### src/rtl/tuser_pkg.sv
// tuser_pkg: shared defaults, SOP FSM state encoding and clog2 helper
package tuser_pkg;

    localparam int TUSER_W_DEFAULT = 128;

    typedef enum logic {
        ST_SOP_WAIT = 1'b0,
        ST_IN_PKT   = 1'b1
    } state_e;

    function automatic int clog2(input int v);
        int r;
        r = 0;
        while ((1 << r) < v) r++;
        return r;
    endfunction

endpackage

### src/rtl/tuple_fifo.sv
// tuple_fifo: registered first-word-fall-through FIFO, accepts push+pop in one cycle even when full
// Ports: clk/rst_n (async active-low), push/din write side, pop/dout read side,
//        full/empty/count status (count never exceeds DEPTH)
module tuple_fifo
    import tuser_pkg::*;
#(
    parameter int WIDTH = TUSER_W_DEFAULT,
    parameter int DEPTH = 4
) (
    input  logic                  clk,
    input  logic                  rst_n,
    input  logic                  push,
    input  logic [WIDTH-1:0]      din,
    input  logic                  pop,
    output logic [WIDTH-1:0]      dout,
    output logic                  full,
    output logic                  empty,
    output logic [clog2(DEPTH):0] count
);

    localparam int AW = clog2(DEPTH);

    logic [WIDTH-1:0] mem_q [DEPTH];
    logic [WIDTH-1:0] mem_d [DEPTH];
    logic [AW-1:0]    wr_q, wr_d, rd_q, rd_d;
    logic [AW:0]      cnt_q, cnt_d;
    logic             do_push, do_pop;

    assign empty   = (cnt_q == '0);
    assign full    = (cnt_q == (AW + 1)'(DEPTH));
    assign count   = cnt_q;
    assign dout    = mem_q[rd_q];
    assign do_pop  = pop & ~empty;
    // a pop in the same cycle frees the slot the push needs
    assign do_push = push & (~full | do_pop);

    always_comb begin
        mem_d = mem_q;
        if (do_push) mem_d[wr_q] = din;
        wr_d  = wr_q + AW'(do_push);
        rd_d  = rd_q + AW'(do_pop);
        cnt_d = cnt_q + (AW + 1)'(do_push) - (AW + 1)'(do_pop);
    end

    always_ff @(posedge clk or negedge rst_n) begin
        if (!rst_n) begin
            for (int i = 0; i < DEPTH; i++) mem_q[i] <= '0;
            wr_q  <= '0;
            rd_q  <= '0;
            cnt_q <= '0;
        end else begin
            mem_q <= mem_d;
            wr_q  <= wr_d;
            rd_q  <= rd_d;
            cnt_q <= cnt_d;
        end
    end

endmodule

### src/rtl/tuser_in_fsm.sv
// tuser_in_fsm: captures AXIS tuser on each packet's SOP beat and queues it as the SDNet input tuple
// Ports: tin_aclk/tin_arst (async active-low) clock and reset;
//        tin_avalid/tin_aready/tin_tlast/tin_atuser monitored AXIS stream;
//        tin_tready/tin_valid/tin_data tuple handshake;
//        tin_hold queue-full back-pressure, tin_drop lost-SOP pulse, tin_drop_cnt saturating drop count
module tuser_in_fsm
    import tuser_pkg::*;
#(
    parameter int TUSER_W    = TUSER_W_DEFAULT,
    parameter int FIFO_DEPTH = 4,
    parameter int CNT_W      = 16
) (
    input  logic               tin_aclk,
    input  logic               tin_arst,
    input  logic               tin_avalid,
    input  logic               tin_aready,
    input  logic               tin_tlast,
    input  logic [TUSER_W-1:0] tin_atuser,
    input  logic               tin_tready,
    output logic               tin_valid,
    output logic [TUSER_W-1:0] tin_data,
    output logic               tin_hold,
    output logic               tin_drop,
    output logic [CNT_W-1:0]   tin_drop_cnt
);

    localparam int AW = clog2(FIFO_DEPTH);

    state_e           state_q, state_d;
    logic [CNT_W-1:0] drop_cnt_q, drop_cnt_d;
    logic [AW:0]      fifo_count;
    logic             fifo_empty, beat, sop, pop, accept;

    assign beat     = tin_avalid & tin_aready;
    assign sop      = beat & (state_q == ST_SOP_WAIT);
    assign pop      = tin_valid & tin_tready;
    assign accept   = (fifo_count < (AW + 1)'(FIFO_DEPTH)) | pop;
    assign tin_drop = sop & ~accept;
    assign tin_valid    = ~fifo_empty;
    assign tin_drop_cnt = drop_cnt_q;

    // every beat ends in SOP_WAIT on tlast and in IN_PKT otherwise, whatever the current state
    always_comb begin
        state_d    = beat ? (tin_tlast ? ST_SOP_WAIT : ST_IN_PKT) : state_q;
        drop_cnt_d = (tin_drop && drop_cnt_q != '1) ? drop_cnt_q + 1'b1 : drop_cnt_q;
    end

    always_ff @(posedge tin_aclk or negedge tin_arst) begin
        if (!tin_arst) begin
            state_q    <= ST_SOP_WAIT;
            drop_cnt_q <= '0;
        end else begin
            state_q    <= state_d;
            drop_cnt_q <= drop_cnt_d;
        end
    end

    tuple_fifo #(
        .WIDTH (TUSER_W),
        .DEPTH (FIFO_DEPTH)
    ) u_fifo (
        .clk   (tin_aclk),
        .rst_n (tin_arst),
        .push  (sop),
        .din   (tin_atuser),
        .pop   (pop),
        .dout  (tin_data),
        .full  (tin_hold),
        .empty (fifo_empty),
        .count (fifo_count)
    );

endmodule

### config.mk
export PLATFORM = sky130hd
export DESIGN_NAME = tuser_in_fsm
export DESIGN_NICKNAME = d
export VERILOG_FILES = /design/src/rtl/tuser_pkg.sv /design/src/rtl/tuple_fifo.sv /design/src/rtl/tuser_in_fsm.sv
export SDC_FILE = /design/constraint.sdc
export NUM_CORES = 1
export LEC_CHECK = 0
export CAP_MARGIN = 20
export CORE_AREA = 8 8 213 215
export CTS_BUF_LIST = sky130_fd_sc_hd__clkbuf_4 sky130_fd_sc_hd__clkbuf_8 sky130_fd_sc_hd__clkbuf_16
export DETAILED_ROUTE_END_ITERATION = 6
export DIE_AREA = 0 0 221 223
export GPL_ROUTABILITY_DRIVEN = 0
export GPL_TIMING_DRIVEN = 0
export PLACE_DENSITY = 0.8
export SKIP_CTS_REPAIR_TIMING = 1
export SLEW_MARGIN = 5
export SYNTH_ARGS = -nofsm -noshare
export SYNTH_HDL_FRONTEND = slang
export SYNTH_SLANG_ARGS = --single-unit
### constraint.sdc
create_clock -name tin_aclk -period 2.1 [get_ports tin_aclk]
set_input_delay 0.315 -clock tin_aclk [delete_from_list [all_inputs] [get_ports tin_aclk]]
set_output_delay 0.315 -clock tin_aclk [all_outputs]
set_load 0.005 [all_outputs]
Word-level counts from Yosys, hierarchy flattened
Index checks and enable logic that the tools add are counted.

word-level totals
  output and inout bits = 147
  bits in registers = 536
  word-level logic and storage cells = 44

operators by class
  eq/ne operators = 2
  magnitude comparators = 4
  multiplexer cells = 7
  bitwise operators = 14
  add/sub/neg operators = 5
  reduce and logical (&&, ||, !) cells = 3

operator list
  kind                                                                           count
  512-bit bitwise mux                                                            1
  128-bit two-way mux                                                            3
  128-bit binary-select mux with 2-bit select                                    1
  128-bit demux with 2-bit select                                                1
  16-bit by 1-bit adder with 16-bit output (second input constant)               1
  16-bit != test (second input constant)                                         1
  1-bit bitwise AND                                                              6
  3-bit greater-or-equal comparator (second input constant)                      2
  2-bit inverter with 3-bit output                                               2
  2-bit by 1-bit adder with 2-bit output                                         2
  1-bit inverter                                                                 4
  3-bit by 1-bit adder with 3-bit output                                         1
  3-bit == test (second input constant)                                          1
  3-bit logical NOT                                                              1
  3-bit by 1-bit less-than comparator with 1-bit output (second input constant)  1
  3-bit less-than comparator (second input constant)                             1
  3-bit by 1-bit subtractor with 3-bit output                                    1
  1-bit logical AND                                                              2
  1-bit bitwise OR                                                               2
  1-bit two-way mux                                                              1

Longest topological paths before layout
  word-level depth = 8
  mapped depth = 9
  mapped depth without buffers = 9

By module
From an unflattened synthesis, not the netlist that was laid out.

unflattened totals
  cells, all modules = 1350
  area, all modules = 23485.0 um^2

by module, submodules not included
  module        sequential area each (um^2)  cells each  times used  area an instance (um^2)
  tuple_fifo    12987.5                      1268        1           22586.7
  tuser_in_fsm  425.4                        82          1           898.4

Worst setup path after synthesis
No wires, ideal clock.

  path type = register to register
  from = register drop_cnt_q[0], in the netlist tin_drop_cnt[0]
  to = register drop_cnt_q[1], in the netlist tin_drop_cnt[1]
  required time = 1975 ps
  buffers on the path = 1
  path slack = 195 ps
  cell stages (with the launch flop) = 7
  library setup time = 125 ps
  arrival = 1780 ps
  path through = dfrtp_1 ha_1 nand3_1 or3_1 clkbuf_1 o21ai_1 mux2_2

on the way
  longest elaborated chain between the ends = 2

RTL lines
  element                                                                                           RTL line            text
  start, declared                                                                                   tuser_in_fsm.sv:30  logic [CNT_W-1:0] drop_cnt_q, drop_cnt_d;
  start signal, assigned                                                                            tuser_in_fsm.sv:54  drop_cnt_q <= drop_cnt_d;
  parallel branches: the longest is 2 deep, another holds 16-bit by 1-bit adder with 16-bit output  n/a

Several ways; the timed one is not identified.
A chain may end at the register's enable or synchronous reset.

Worst setup path after layout
  from = register u_fifo.rd_q[0]
  to = output port tin_data[17]

on the way
  longest elaborated chain between the ends = 4

RTL lines
  element                                                  RTL line            text
  start, declared                                          tuple_fifo.sv:25    logic [AW-1:0] wr_q, wr_d, rd_q, rd_d;
  start signal, assigned                                   tuple_fifo.sv:54    rd_q <= rd_d;
  2-bit inverter with 3-bit output (implied by the code)   tuple_fifo.sv:32    assign dout = mem_q[rd_q];
  128-bit binary-select mux with 2-bit select              tuple_fifo.sv:32
  128-bit two-way mux (implied by the code) (2 in series)  tuple_fifo.sv:32
  end, declared                                            tuser_in_fsm.sv:21  output logic [TUSER_W-1:0] tin_data,

No other way between the ends. The select of a mux whose other input is x is not followed.

==> metrics.txt <==
vias per cell=a little under 6; final setup fails=between 400 and 500; Crit-path slowest cell=mux4_2; drt drc=0; Switching Fraction=0.284; most frequent cells in the layout=dfrtp_1 (532), mux2_2 (375), clkdlybuf4s50_1 (167); pin count of the biggest net entering global routing=123; final hold vios=0; setup ws final=-0.570 ns; hpwl dp=35.0 mm; Clk pwr share=0.224; WP buf/inv=6; Critical Path Start Type=register; Mapped Avg Cell Area=17.1 sq um; Synth Warn #=0; Area Overhead vs Synth=37.7%; crit-path max cell delay=between 0.5 and 0.6 ns; Comb power frac=0.417; TritonCTS clock tree=yes; critical path arrival=approximately 2.4 ns; Die Ht=about 220 um; Post-synth EDFFs=0; register area share after synthesis=0.580; largest cells by area after synthesis=dfrtp_1 (58%), mux2_2 (25%), mux4_2 (12%), buf_2 (1.2%), buf_4 (0.45%); Crit path top cell by count=buf_6; Final Net Count=1957; Die Footprint=around 0.049 sq mm; CP Capture Type=output port; Die Width=~220 um; Final Routed Wirelength=roughly 60 mm; gr usage total=0.218; slew margin rel.=0.577; ys flop type=dfrtp_1; Psw=around 14000 uW; io pins=~280; crit path max fanout=6; leakage power=0.0142 uW; wire per inst=about 25 um; Routed Antenna Nets=0; maxcap violations=0; Worst Tran Pin Value=between 0.6 and 0.7 ns; WP data required=~1.8 ns; commonest non-fill, non-tap cell in the layout=dfrtp_1; CTS max path bufs=3; count of input and output buffers=between 200 and 300; failing checks=negative setup slack; Hold Slack=about 0.25 ns; RSZ-0062 raised after global routing=yes; clock-pin slew on the worst setup and hold paths=around 0.060 ns; asr flop ratio synth=1.00; Clock Latency Late Sink=0.59 ns; final period utilization=1.27; fin crit period=2.67 ns; Max Slew Vio Count=0; # rows=76; vias in the first global route=about 15000; H-tree depth=2; crit path cell chain=buf_6, clkbuf_16, buf_8, buf_12, buf_6, mux4_2, clkbuf_2; first-pass GRT wire length=approximately 86 mm; Cell Area, Synth=~0.023 sq mm; Peak Freq=375 MHz; outcome=finished, violations left; via count=between 10000 and 15000; synthesized flop and latch total=around 540; Placeable Area=between 0.04 and 0.05 sq mm; starting density of the core=0.546; Netlist cell types=36; post-synth top area cell=dfrtp_1; Reg power frac=0.359; Synthesized Nets=1487; iteration count of the initial detailed-routing pass=5; Synth top area share=0.580; Iter 0 DRT Violations=slightly below 1000; CTS Sinks=approximately 540; initial antenna violation count=7; CTS root buf=clkbuf_16; post-place setup slack=-1.05 ns; GRT overflow=0; Cell Int Power=between 30000 and 40000 uW; CTS Buf Count=56; PD cells=~1600 mW/mm^2; Worst Skew=about 0.0082 ns; Worst Hold Class=in -> async; Synth Instances=approximately 1300; worst vdd ir=roughly 1.1 mV; crit-path leading delay family=buffers and inverters; WS Path Type=reg -> out; layout cell share with drive strength beyond 1=0.581
logic make-up after synthesis:
kind of cell | Yosys count | synth area share
multiplexers | 644 | 0.376
flip-flops | 536 | 0.580
buffers and inverters | 92 | 0.0201
AND/OR/NAND/NOR | 44 | 0.0107
XOR/XNOR | 17 | 0.00644
AO/OA/AOI/OAI | 12 | 0.00363
adder cells (fa/ha/maj) | 4 | 0.00249
Yosys cell counts (2+ instances only):
| library cell | n |
|---|---|
| or3_1 | 3 |
| clkbuf_1 | 13 |
| nand3_1 | 6 |
| nand4_1 | 2 |
| o211ai_1 | 5 |
| xor2_1 | 7 |
| dfrtp_1 | 536 |
| buf_2 | 54 |
| buf_4 | 14 |
| mux2_2 | 513 |
| nor2_1 | 4 |
| ha_1 | 3 |
| inv_1 | 5 |
| and3_1 | 2 |
| xnor2_1 | 10 |
| nor3b_1 | 2 |
| nand2_1 | 8 |
| nand2b_1 | 2 |
| nor4_1 | 5 |
| nor3_1 | 5 |
| buf_1 | 6 |
| mux4_2 | 128 |
| mux2_1 | 3 |
metrics by stage:
step	util	setup TNS, ns	area [sq um]	std cells	total power (uW)
floorplan	-	0	23100	1349	27400
global placement	0.628	-	26600	2175	35300
detailed placement	0.631	-401.62	26700	2179	36000
CTS	0.681	-302.92	28800	2283	47400
global route	0.752	-126.15	31800	2412	52300
finish	0.752	-109.79	31800	2412	50000
layer usage:
metal  track usage  vias up  share of wire
met5             0        -         0.0013
met4        0.0570       12          0.020
met3        0.0691       98          0.057
met2         0.354      336           0.50
met1         0.282     7626           0.42
li1              -     6000              -
registers in the layout, summed over array words and instances (netlist names):
register and cells:
state_q 1, tin_drop_cnt 16, u_fifo.count 3, u_fifo.mem_q 512, u_fifo.rd_q 2, u_fifo.wr_q 2
final cells by class:
type	count	area, sq um
multi-input cells	721	9830
repair buffers	414	4440
inverters	5	18.8
flip-flops and latches	536	13400
well taps	546	683
plain buffers	85	1320
clock inverters	36	542
fillers	2423	10500
clock buffers	68	1560
diodes	1	2.50
power by group through the flow:
stage	clock network [uW]	registers [uW]	logic [uW]
5_1_grt	11800	18400	22100
2_1_floorplan	0	16900	10500
6_report	11200	17900	20800
3_5_place_dp	0	17700	18200
3_3_place_gp	0	17500	17800
4_1_cts	11400	17600	18400
final timing paths:
path | startpoint | end | slack [ns] | depth (start not counted)
min reg2reg | tin_drop_cnt[11]$_DFFE_PN0P_ | tin_drop_cnt[11]$_DFFE_PN0P_ | 0.50 | 1
max | u_fifo.rd_q[0]$_DFF_PN0_ | tin_data[17] | -0.57 | 7
min | tin_arst | u_fifo.mem_q[58]$_DFFE_PN0P_ | 0.25 | 2
min in group tin_aclk | tin_tlast | state_q$_DFFE_PN0N_ | 0.30 | 2
max in group asynchronous | tin_arst | u_fifo.mem_q[106]$_DFFE_PN0P_ | 0.28 | 4
max reg2reg | state_q$_DFFE_PN0N_ | u_fifo.mem_q[153]$_DFFE_PN0P_ | -0.31 | 9
No activity file was read; power rests on OpenSTA's default activity.
